`config.mk`:
```
export PLATFORM = sky130hd
export DESIGN_NAME = scan_frame_loader_flat
export DESIGN_NICKNAME = d
export VERILOG_FILES = /design/src/rtl/scan_frame_loader_pkg.sv /design/src/rtl/scan_frame_loader_if.sv /design/src/rtl/scan_frame_loader_shift_reg.sv /design/src/rtl/scan_frame_loader.sv /design/src/flat_wrapper.sv
export SDC_FILE = /design/constraint.sdc
export NUM_CORES = 1
export LEC_CHECK = 0
export BUFFER_PORTS_ARGS = -buffer_cell sky130_fd_sc_hd__buf_2
export CAP_MARGIN = 40
export CORE_MARGIN = 2
export CORE_UTILIZATION = 47
export CTS_CLUSTER_DIAMETER = 30
export DETAILED_ROUTE_END_ITERATION = 12
export PLACE_DENSITY = 0.75
export SYNTH_ARGS = -nofsm -noshare
export SYNTH_HDL_FRONTEND = slang
export SYNTH_SLANG_ARGS = --single-unit
```
`constraint.sdc`:
```
create_clock -name SCAN_CLK -period 1.01 [get_ports SCAN_CLK]
set_input_delay 0.101 -clock SCAN_CLK [delete_from_list [all_inputs] [get_ports SCAN_CLK]]
set_output_delay 0.101 -clock SCAN_CLK [all_outputs]
set_load 0.02 [all_outputs]
```
`src/rtl/scan_frame_loader_pkg.sv`:
```
// ---------------------------------------------------------------------------
// scan_pkg : shared definitions for the scan frame loader.
//   - state_t            : FSM encoding (IDLE=0, SHIFT=1, SETUP=2, PULSE=3)
//   - DEFAULT_WIDTH      : default number of control bits per frame
//   - DEFAULT_LOAD_CYCLES: default LOAD high time in SCAN_CLK cycles
//   - frame_len()        : serial frame length for a given data width
// Optional build macro: PARITY_CHECK_EN (adds one odd-parity bit per frame).
// ---------------------------------------------------------------------------
package scan_pkg;

    typedef enum logic [1:0] {
        IDLE  = 2'd0,
        SHIFT = 2'd1,
        SETUP = 2'd2,
        PULSE = 2'd3
    } state_t;

    localparam int DEFAULT_WIDTH       = 5;
    localparam int DEFAULT_LOAD_CYCLES = 2;

`ifdef PARITY_CHECK_EN
    localparam int PARITY_BITS = 1;
`else
    localparam int PARITY_BITS = 0;
`endif

    // Number of serial bits in one well-formed frame.
    function automatic int frame_len(input int width);
        return width + PARITY_BITS;
    endfunction

endpackage

```
`src/rtl/scan_frame_loader_if.sv`:
```
// ---------------------------------------------------------------------------
// scan_frame_loader_if : serial-in / parallel-out bus of the scan loader.
//   master : drives SCAN_EN, SCAN_IN, ERR_CLR; observes the loader outputs
//   slave  : the loader itself (PAR_OUT, LOAD, BUSY, SCAN_OUT, error flags)
// PAR_OUT is [0:WIDTH-1]; index 0 holds the first bit of the frame.
// ---------------------------------------------------------------------------
interface scan_frame_loader_if #(
    parameter int WIDTH = scan_pkg::DEFAULT_WIDTH
);
    logic               SCAN_EN;
    logic               SCAN_IN;
    logic               ERR_CLR;
    logic [0:WIDTH-1]   PAR_OUT;
    logic               LOAD;
    logic               BUSY;
    logic               SCAN_OUT;
    logic               FRAME_ERR;
    logic               PARITY_ERR;

    modport master (
        output SCAN_EN, SCAN_IN, ERR_CLR,
        input  PAR_OUT, LOAD, BUSY, SCAN_OUT, FRAME_ERR, PARITY_ERR
    );

    modport slave (
        input  SCAN_EN, SCAN_IN, ERR_CLR,
        output PAR_OUT, LOAD, BUSY, SCAN_OUT, FRAME_ERR, PARITY_ERR
    );
endinterface

```
`src/rtl/scan_frame_loader_shift_reg.sv`:
```
// ---------------------------------------------------------------------------
// scan_shift_reg : serial shift register plus saturating bit counter.
//   clk, srst   : clock, synchronous active-high reset
//   shift_en_i  : shift SCAN_IN into the top stage, move others toward 0
//   clr_i       : clear the bit counter (shift register contents kept)
//   scan_in_i   : serial data
//   frame_o     : [0:FLEN-1] register contents, index 0 = oldest bit
//   count_o     : bits shifted since last clear, saturates at FLEN+1
// ---------------------------------------------------------------------------
module scan_shift_reg #(
    parameter int FLEN = 5
) (
    input  logic                        clk,
    input  logic                        srst,
    input  logic                        shift_en_i,
    input  logic                        clr_i,
    input  logic                        scan_in_i,
    output logic [0:FLEN-1]             frame_o,
    output logic [$clog2(FLEN+2)-1:0]   count_o
);
    localparam int CW = $clog2(FLEN + 2);

    logic [0:FLEN-1] sr_q;
    logic [CW-1:0]   cnt_q;

    genvar gi;
    generate
        for (gi = 0; gi < FLEN; gi++) begin : g_stage
            if (gi == FLEN - 1) begin : g_top
                always_ff @(posedge clk) begin
                    if (srst)            sr_q[gi] <= 1'b0;
                    else if (shift_en_i) sr_q[gi] <= scan_in_i;
                end
            end else begin : g_mid
                always_ff @(posedge clk) begin
                    if (srst)            sr_q[gi] <= 1'b0;
                    else if (shift_en_i) sr_q[gi] <= sr_q[gi+1];
                end
            end
        end
    endgenerate

    // Saturating at FLEN+1 is enough to tell "too long" from "exact".
    always_ff @(posedge clk) begin
        if (srst || clr_i) begin
            cnt_q <= '0;
        end else if (shift_en_i && (cnt_q != CW'(FLEN + 1))) begin
            cnt_q <= cnt_q + 1'b1;
        end
    end

    assign frame_o = sr_q;
    assign count_o = cnt_q;

endmodule

```
`src/rtl/scan_frame_loader.sv`:
```
// ---------------------------------------------------------------------------
// scan_frame_loader : serial scan-in front end for a control-signal latch.
//   SCAN_CLK : single clock, rising edge
//   RESET    : synchronous active-high reset
//   bus      : scan_frame_loader_if.slave
//              SCAN_EN/SCAN_IN/ERR_CLR in; PAR_OUT, LOAD, BUSY, SCAN_OUT,
//              FRAME_ERR, PARITY_ERR out
// A frame is shifted while SCAN_EN=1; the edge that sees SCAN_EN=0 ends it.
// A good frame updates PAR_OUT on that edge, LOAD rises one edge later and
// stays high LOAD_CYCLES cycles. Scan input is ignored while BUSY.
// Optional build macro: PARITY_CHECK_EN (odd parity bit after the data).
// ---------------------------------------------------------------------------
module scan_frame_loader
    import scan_pkg::*;
#(
    parameter int WIDTH       = DEFAULT_WIDTH,
    parameter int LOAD_CYCLES = DEFAULT_LOAD_CYCLES
) (
    input  logic                 SCAN_CLK,
    input  logic                 RESET,
    scan_frame_loader_if.slave   bus
);
    localparam int FLEN = frame_len(WIDTH);
    localparam int CW   = $clog2(FLEN + 2);
    localparam int PCW  = $clog2(LOAD_CYCLES + 1);

    state_t           state_q;
    logic [PCW-1:0]   pcnt_q;
    logic [0:WIDTH-1] par_out_q;
    logic             load_q;
    logic             busy_q;
    logic             frame_err_q;

    logic [0:FLEN-1]  frame;
    logic [CW-1:0]    count;
    logic             shift_en;
    logic             frame_end;
    logic             len_ok;
    logic             parity_ok;
    logic             set_frame_err;

    assign shift_en  = bus.SCAN_EN && ((state_q == IDLE) || (state_q == SHIFT));
    assign frame_end = (state_q == SHIFT) && !bus.SCAN_EN;
    assign len_ok    = (count == CW'(FLEN));

`ifdef PARITY_CHECK_EN
    // Odd parity over data + parity bit.
    assign parity_ok = ^frame;
`else
    assign parity_ok = 1'b1;
`endif

    assign set_frame_err = frame_end && !len_ok;

    scan_shift_reg #(
        .FLEN (FLEN)
    ) u_shift (
        .clk        (SCAN_CLK),
        .srst       (RESET),
        .shift_en_i (shift_en),
        .clr_i      (frame_end),
        .scan_in_i  (bus.SCAN_IN),
        .frame_o    (frame),
        .count_o    (count)
    );

    always_ff @(posedge SCAN_CLK) begin
        if (RESET) begin
            state_q     <= IDLE;
            pcnt_q      <= '0;
            par_out_q   <= '0;
            load_q      <= 1'b0;
            busy_q      <= 1'b0;
            frame_err_q <= 1'b0;
        end else begin
            // A new error on the same edge as ERR_CLR wins.
            frame_err_q <= set_frame_err | (frame_err_q & ~bus.ERR_CLR);
            case (state_q)
                IDLE: begin
                    if (bus.SCAN_EN) state_q <= SHIFT;
                end
                SHIFT: begin
                    if (!bus.SCAN_EN) begin
                        if (len_ok && parity_ok) begin
                            par_out_q <= frame[0:WIDTH-1];
                            busy_q    <= 1'b1;
                            state_q   <= SETUP;
                        end else begin
                            state_q   <= IDLE;
                        end
                    end
                end
                SETUP: begin
                    load_q  <= 1'b1;
                    pcnt_q  <= '0;
                    state_q <= PULSE;
                end
                PULSE: begin
                    if (pcnt_q == PCW'(LOAD_CYCLES - 1)) begin
                        load_q  <= 1'b0;
                        busy_q  <= 1'b0;
                        state_q <= IDLE;
                    end else begin
                        pcnt_q  <= pcnt_q + 1'b1;
                    end
                end
                default: state_q <= IDLE;
            endcase
        end
    end

`ifdef PARITY_CHECK_EN
    logic parity_err_q;
    always_ff @(posedge SCAN_CLK) begin
        if (RESET) begin
            parity_err_q <= 1'b0;
        end else begin
            parity_err_q <= (frame_end && len_ok && !parity_ok)
                          | (parity_err_q & ~bus.ERR_CLR);
        end
    end
    assign bus.PARITY_ERR = parity_err_q;
`else
    assign bus.PARITY_ERR = 1'b0;
`endif

    assign bus.PAR_OUT   = par_out_q;
    assign bus.LOAD      = load_q;
    assign bus.BUSY      = busy_q;
    assign bus.SCAN_OUT  = frame[0];
    assign bus.FRAME_ERR = frame_err_q;

endmodule

```
`src/flat_wrapper.sv`:
```
// flat-port wrapper written by rule: the top's interface ports become plain ports
module scan_frame_loader_flat import scan_pkg::*;
#(
    parameter int WIDTH       = DEFAULT_WIDTH,
    parameter int LOAD_CYCLES = DEFAULT_LOAD_CYCLES
)
  (SCAN_CLK, RESET, bus_SCAN_EN, bus_SCAN_IN, bus_ERR_CLR, bus_PAR_OUT, bus_LOAD, bus_BUSY, bus_SCAN_OUT, bus_FRAME_ERR, bus_PARITY_ERR);
  scan_frame_loader_if #(.WIDTH(WIDTH)) bus_i ();
  input  logic SCAN_CLK;
  input  logic RESET;
  input wire logic [$bits(bus_i.SCAN_EN)-1:0] bus_SCAN_EN;
  input wire logic [$bits(bus_i.SCAN_IN)-1:0] bus_SCAN_IN;
  input wire logic [$bits(bus_i.ERR_CLR)-1:0] bus_ERR_CLR;
  output wire logic [$bits(bus_i.PAR_OUT)-1:0] bus_PAR_OUT;
  output wire logic [$bits(bus_i.LOAD)-1:0] bus_LOAD;
  output wire logic [$bits(bus_i.BUSY)-1:0] bus_BUSY;
  output wire logic [$bits(bus_i.SCAN_OUT)-1:0] bus_SCAN_OUT;
  output wire logic [$bits(bus_i.FRAME_ERR)-1:0] bus_FRAME_ERR;
  output wire logic [$bits(bus_i.PARITY_ERR)-1:0] bus_PARITY_ERR;
  assign bus_i.SCAN_EN = bus_SCAN_EN;
  assign bus_i.SCAN_IN = bus_SCAN_IN;
  assign bus_i.ERR_CLR = bus_ERR_CLR;
  assign bus_PAR_OUT = bus_i.PAR_OUT;
  assign bus_LOAD = bus_i.LOAD;
  assign bus_BUSY = bus_i.BUSY;
  assign bus_SCAN_OUT = bus_i.SCAN_OUT;
  assign bus_FRAME_ERR = bus_i.FRAME_ERR;
  assign bus_PARITY_ERR = bus_i.PARITY_ERR;
  scan_frame_loader #(.WIDTH(WIDTH), .LOAD_CYCLES(LOAD_CYCLES)) u_core (.SCAN_CLK(SCAN_CLK), .RESET(RESET), .bus(bus_i));
endmodule
```
Yosys cells after proc, flatten, opt, wreduce, memory -nomap -nowiden --
Cells that the tools add are included.
Storage, ports and cells: bits in registers 20, bits of input ports 5, output and inout port bits 10, logic and storage cells 57
Cells by class: add/sub/neg operators 2, equality and inequality tests 11, muxes and demuxes 12, bitwise gates (word level) 4, reduce and logical (&&, ||, !) cells 16
Operators by type and width (count):
- two-way mux 2 bit | 5
- case mux 2 bit (4 select lines) | 1
- inequality test 2 bit, second input constant | 3
- AND reduction 3 bit | 2
- equality test 2 x 1 -> 1 bit, second input constant | 2
- equality test 2 bit, second input constant | 2
- logical AND 1 bit | 4
- inequality test 2 x 1 -> 1 bit, second input constant | 2
- case mux 1 bit (2 select lines) | 2
- case mux 2 bit (2 select lines) | 1
- AND reduction 2 bit | 2
- AND reduction 4 bit | 1
- nonzero test 2 bit | 2
- adder 3 x 1 -> 3 bit, second input constant | 1
- equality test 3 bit, second input constant | 1
- two-way mux 1 bit | 3
- inequality test 3 bit, second input constant | 1
- adder 2 x 1 -> 2 bit, second input constant | 1
- zero test 1 bit | 2
- zero test 2 bit | 1
- logical OR 1 bit | 2
- NOT 1 bit | 2
- AND 1 bit | 1
- OR 1 bit | 1

Depth between registers and ports, before layout --
word-level depth 4, gate-level depth with buffers 5, depth with buffers taken out 5

By module --
From an unflattened synthesis, not the netlist that was laid out.
Second synthesis, totals: cell total of the unflattened synthesis 92, area total of the unflattened synthesis 948.4 um2
Modules (own cells, without submodules):
- scan_frame_loader | instances 1, cells each 59, area an instance 573.0 um2, sequential area each 240.2 um2
- scan_shift_reg | instances 1, cells each 33, area an instance 375.4 um2, sequential area each 160.2 um2

Worst setup path before layout --
No wires, ideal clock.
kind reg2reg, start register u_core.pcnt_q[1], end register u_core.pcnt_q[1], setup time 0.070 ns, arrival time 1.041 ns, required time 0.940 ns, slack -0.101 ns, stages on the path, launching flop included 5, path buffers 0, period minus slack after synthesis 1.111 ns, cell sequence dfxtp_1 inv_1 ha_1 or3_1 a21oi_1
On the way: longest elaborated chain between the ends 3, elaborated cells on any way between the ends 6, those cells by class add/sub (1); eq/ne (2); mux (2); reduce/logical (1)
Ends and longest elaborated chain:
- from (decl) | line scan_frame_loader.sv:28 | logic [PCW-1:0] pcnt_q;
- from (signal assigned) | line scan_frame_loader.sv:104 | pcnt_q <= pcnt_q + 1'b1;
- adder 2 x 1 -> 2 bit / equality test 2 x 1 -> 1 bit (equally long branches) | line scan_frame_loader.sv:104, scan_frame_loader.sv:99
- two-way mux 2 bit / inequality test 2 bit (equally long branches)
- case mux 2 bit (2 select lines) / AND reduction 2 bit (equally long branches)
Several ways; a longest one is shown, not always the timed one. The select of a mux whose other input is x is not followed. A chain may end at the register's enable or synchronous reset.

Worst setup path in the final report --
start register u_core.state_q[0], end register u_core.u_shift.cnt_q[1] (netlist: u_core.u_shift.count_o[1])
On the way: longest elaborated chain between the ends 4, elaborated cells on any way between the ends 7, those cells by class eq/ne (1); reduce/logical (6)
Ends and longest elaborated chain:
- from (decl) | line scan_frame_loader.sv:27 | state_t state_q;
- from (signal assigned) | line scan_frame_loader.sv:69 | state_q <= IDLE;
- from (signal assigned) | line scan_frame_loader.sv:80 | if (bus.SCAN_EN) state_q <= SHIFT;
- from (signal assigned) | line scan_frame_loader.sv:87 | state_q <= SETUP;
- equality test 2 x 1 -> 1 bit / zero test 2 bit (equally long branches) | line scan_frame_loader.sv:42, scan_frame_loader.sv:43
- logical OR 1 bit | line scan_frame_loader.sv:42 | assign shift_en = bus.SCAN_EN && ((state_q == IDLE) || (state_q == SHIFT));
- logical AND 1 bit | line scan_frame_loader.sv:42
- logical AND 1 bit | line scan_frame_loader_shift_reg.sv:47 | end else if (shift_en_i && (cnt_q != CW'(FLEN + 1))) begin
- to (signal assigned) | line scan_frame_loader_shift_reg.sv:48 | cnt_q <= cnt_q + 1'b1;
- to (decl) | line scan_frame_loader_shift_reg.sv:24 | logic [CW-1:0] cnt_q;
Several ways; a longest one is shown, not always the timed one.

==> impl_summary.log <==
[metrics] Post-Place Setup Slack: -0.138 ns
[metrics] number of buffers inserted by hold repair at cts: 0
[metrics] GRT Overall Usage: between 10% and 20%
[metrics] Syn Inst Count: just under 100
[metrics] CTS H-Tree Depth: 1
[metrics] leading cell types in the layout, fill and taps excluded: 15 x nand2_1, 14 x dfxtp_1, 13 x buf_2
[metrics] crit path kind: flip-flop to flip-flop
[metrics] overall power: between 1 and 1.5 mW
[metrics] CTS buffer count: 3
[metrics] total placed instance area: between 1000 and 1500 sq um
[metrics] clk slew on worst S/H paths: about 0.11 ns
[metrics] biggest area contributors in the synthesized netlist: dfxtp_1 46%, a21oi_1 8.6%, nand2b_1 7.8%
[metrics] kind of end point of the critical path: flip-flop
[metrics] Via density: ~5.3
[metrics] buffer depth of the longest clock path: 2
[metrics] most common cell after layout, fill and taps aside: nand2_1
[metrics] Tmin final: approximately 1.2 ns
[metrics] most used flip-flop cell after synthesis: dfxtp_1
[metrics] setup TNS after final layout: -1.58 ns
[metrics] starting utilization of the core area: 50.3%
[metrics] Synth Register Bits: 20
[metrics] area of the die: approximately 2200 sq um
[metrics] DR WL/cell: approximately 15 microns
[metrics] number of routed nets with antenna violations: 0
[metrics] # nets final: between 100 and 150
[metrics] Initial DRT Pass Iterations: 4
[metrics] clock network latency to the later pin of the worst-skew pair: ~0.31 ns
[metrics] final-report hold violation count: 0
[metrics] area fraction of the dominant cell type after synthesis: 45.6%
[metrics] clock tree from TritonCTS: done
[metrics] count of different cell masters after synthesis: 23
[metrics] DIE WIDTH: 47.2 microns
[metrics] switching component of the power: 0.367 mW
[metrics] number of synthesized flops with an enable pin: 0
[metrics] cell depth of the worst min-delay path: 3
[metrics] count of warnings emitted by yosys: 0
[metrics] Internal Power: 1.11 mW
[metrics] placeable core region: 1750 sq um
[metrics] reg2reg end: u_core.u_shift.count_o[1]
[metrics] setup ws final: -0.172 ns
[metrics] number of antenna cells inserted: 0
[metrics] final HPWL from detailed placement: 1.19 mm
[metrics] worst clock skew on the final layout: 0.00145 ns
[metrics] Max-cap violations: 0
[metrics] number of DRC violations after detailed routing: 0
[metrics] count of vias placed by the detailed router: between 800 and 900
[metrics] violation count after the first detailed-route iteration: 25
[metrics] proportion of power drawn by the clock network: between 30% and 40%
[metrics] switching power as a share of total power: between 20% and 30%
[metrics] fraction of power consumed by sequential logic: 55.0%
[metrics] beginning of the worst register-to-register path: u_core.state_q[0]
[metrics] Finished Cell Area: about 1300 sq um
[metrics] average footprint of a synthesized cell: between 8 and 9 sq um
[metrics] number of fill cells: approximately 130
[metrics] post-synth top area cell: dfxtp_1
[metrics] Area growth, synth to finish: 45.1%
[metrics] multi-input logic area: 557 sq um
[metrics] fraction of the yosys area taken by sequential cells: a little under half
[metrics] CP arrival: approximately 1.4 ns
[metrics] combinational group share of total power: between 10% and 20%
[metrics] sink count of the clock tree: 20
[metrics] final weighted congestion in routability-driven placement: just under 0.7
[metrics] required time at the worst-slack endpoint: approximately 1.2 ns
[metrics] Boundary Pins: 15
[metrics] antenna violations before repair: 0
[metrics] P_leak: 0.499 nW
[metrics] achievable frequency: 0.846 GHz
[metrics] root buffer selected by CTS: clkbuf_4
[metrics] violations in the final reports: negative setup slack
[metrics] areal power density over the cells: approximately 1200 nW/um^2
[metrics] worst-case hold slack: 0.0263 ns
[metrics] vias in the first global route: between 600 and 700
[metrics] pin count of the biggest net entering global routing: 23
[metrics] aggregate routed wire length: 2.27 mm
[metrics] first-pass GRT wire length: 3.03 mm
[metrics] path class of the lowest-slack min-delay path: input pin to flip-flop
[metrics] Max Slew Vio Count: 0
[metrics] maximum fanout along the worst path: 3
[metrics] worst supply voltage drop on vdd: about 0.94 mV
[metrics] number of placement rows: 15
[metrics] post-synthesis instance area: 877 sq um
[metrics] Setup crit start kind: flip-flop
[metrics] result of the run: complete, but fails checks
[metrics] height of the die: about 47 microns
[metrics] hold worst-path end: u_core.u_shift.frame_o[4]
[metrics] Reg2Reg Setup Slack: -0.17 ns
[metrics] setup repair after global routing missed its margin: yes
[metrics] number of cells on the worst reg-to-reg path: 4
[metrics] final critical-path share of the clock period: 117%
[metrics] remaining global-route overflow: 0
[metrics] share of async-settable or async-resettable flops after synthesis: 0%
[metrics] origin of the worst min-delay path: bus_SCAN_IN
[metrics] endpoints failing setup: 16
[metrics] ratio of cells with drive above 1 in the final layout: 51.6%
[metrics] Port Buffer Count: 13
[metrics] Synth Net Count: between 100 and 150
[metrics] flip-flop and latch area: 410 sq um
## repair_timing
item	in CTS	in global routing
cloned	0	0
resized for setup	17	21
endpoints found under the hold margin	0	0
setup buffers	1	2
pin swaps	3	7
endpoints found under the setup margin	19	20
## synth_stat cells, types with 2 or more instances
master and number:
a21oi_1 15, or3_1 2, clkbuf_1 2, nand3_1 3, nand2_1 17, nand2b_1 11, mux2i_1 5, buf_4 2
dfxtp_1 20, nor2_1 2, ha_1 4, nor2b_1 3, inv_1 3
## power groups by stage
stage / logic (mW) / clock network, mW / registers [mW]
after CTS: 0.153 / 0.474 / 0.814
final: 0.188 / 0.479 / 0.815
after global routing: 0.199 / 0.504 / 0.817
after global placement: 0.125 / 0 / 0.833
after detailed placement: 0.129 / 0 / 0.833
after floorplan: 0.0705 / 0 / 0.836
## how the worst max path moves through the flow
stage                               from                   endpoint  slack (ns)  cells after the start
6_report               u_core.state_q[0]  u_core.u_shift.count_o[1]       -0.17                      4
5_1_grt        u_core.u_shift.count_o[1]  u_core.u_shift.count_o[1]       -0.23                      5
4_1_cts                u_core.state_q[0]  u_core.u_shift.count_o[1]       -0.11                      4
3_5_place_dp                   flip-flop      u_core.bus.PAR_OUT[3]       -0.14                      3
3_3_place_gp           u_core.state_q[0]  u_core.u_shift.count_o[1]       -0.10                      4
2_1_floorplan          u_core.state_q[0]      u_core.bus.PAR_OUT[0]       -0.05                      4
## flip-flops by register name (all words and copies together), names as in the netlist, named ones only
name	cells
u_core.state_q	1
u_core.u_shift.frame_o	5
u_core.pcnt_q	2
u_core.bus.FRAME_ERR	1
u_core.bus.PAR_OUT	5
u_core.bus.BUSY	1
u_core.u_shift.count_o	3
u_core.bus.LOAD	1
## per-stage QoR
stage / std cells / utilization (%)
2_1_floorplan: 99 / -
3_3_place_gp: 146 / 61.1
3_5_place_dp: 146 / 61.1
4_1_cts: 151 / 67.7
5_1_grt: 153 / 72.9
6_report: 153 / 72.9
## cell type report
class                      count  share of cell area [%]
multi-input combinational     71                    43.8
sequential                    20                    32.3
timing repair buffer          30                    17.8
clock buffer                   4                    2.85
tap                           25                    2.46
inverter                       3                   0.885
## routing by layer
layer	vias up	global-route usage [%]	part of all wire, %
met5	-	0	0
met4	0	9.44	1.9
met3	7	4.23	4.5
met2	25	33.4	50
met1	384	23.1	44
li1	388	-	-
## cells by family (layout without fill, tap and decap cells)
group,count (synthesis),after routing,share of synthesized area (%)
multiplexers,5,5,5.71
other,1,1,0.428
adder cells (fa/ha/maj),4,4,5.71
buffers and inverters,8,37,5.14
AO/OA/AOI/OAI,18,18,11.6
flip-flops,20,20,45.6
AND/OR/NAND/NOR,43,43,25.8
## critical path, stage by stage, from the launching register on
cell and delay [ns]:
dfxtp_2 0.35, nor3b_4 0.16, buf_6 0.12, or2_4 0.24
a311oi_2 0.22
(Power assumes the default switching activity.)
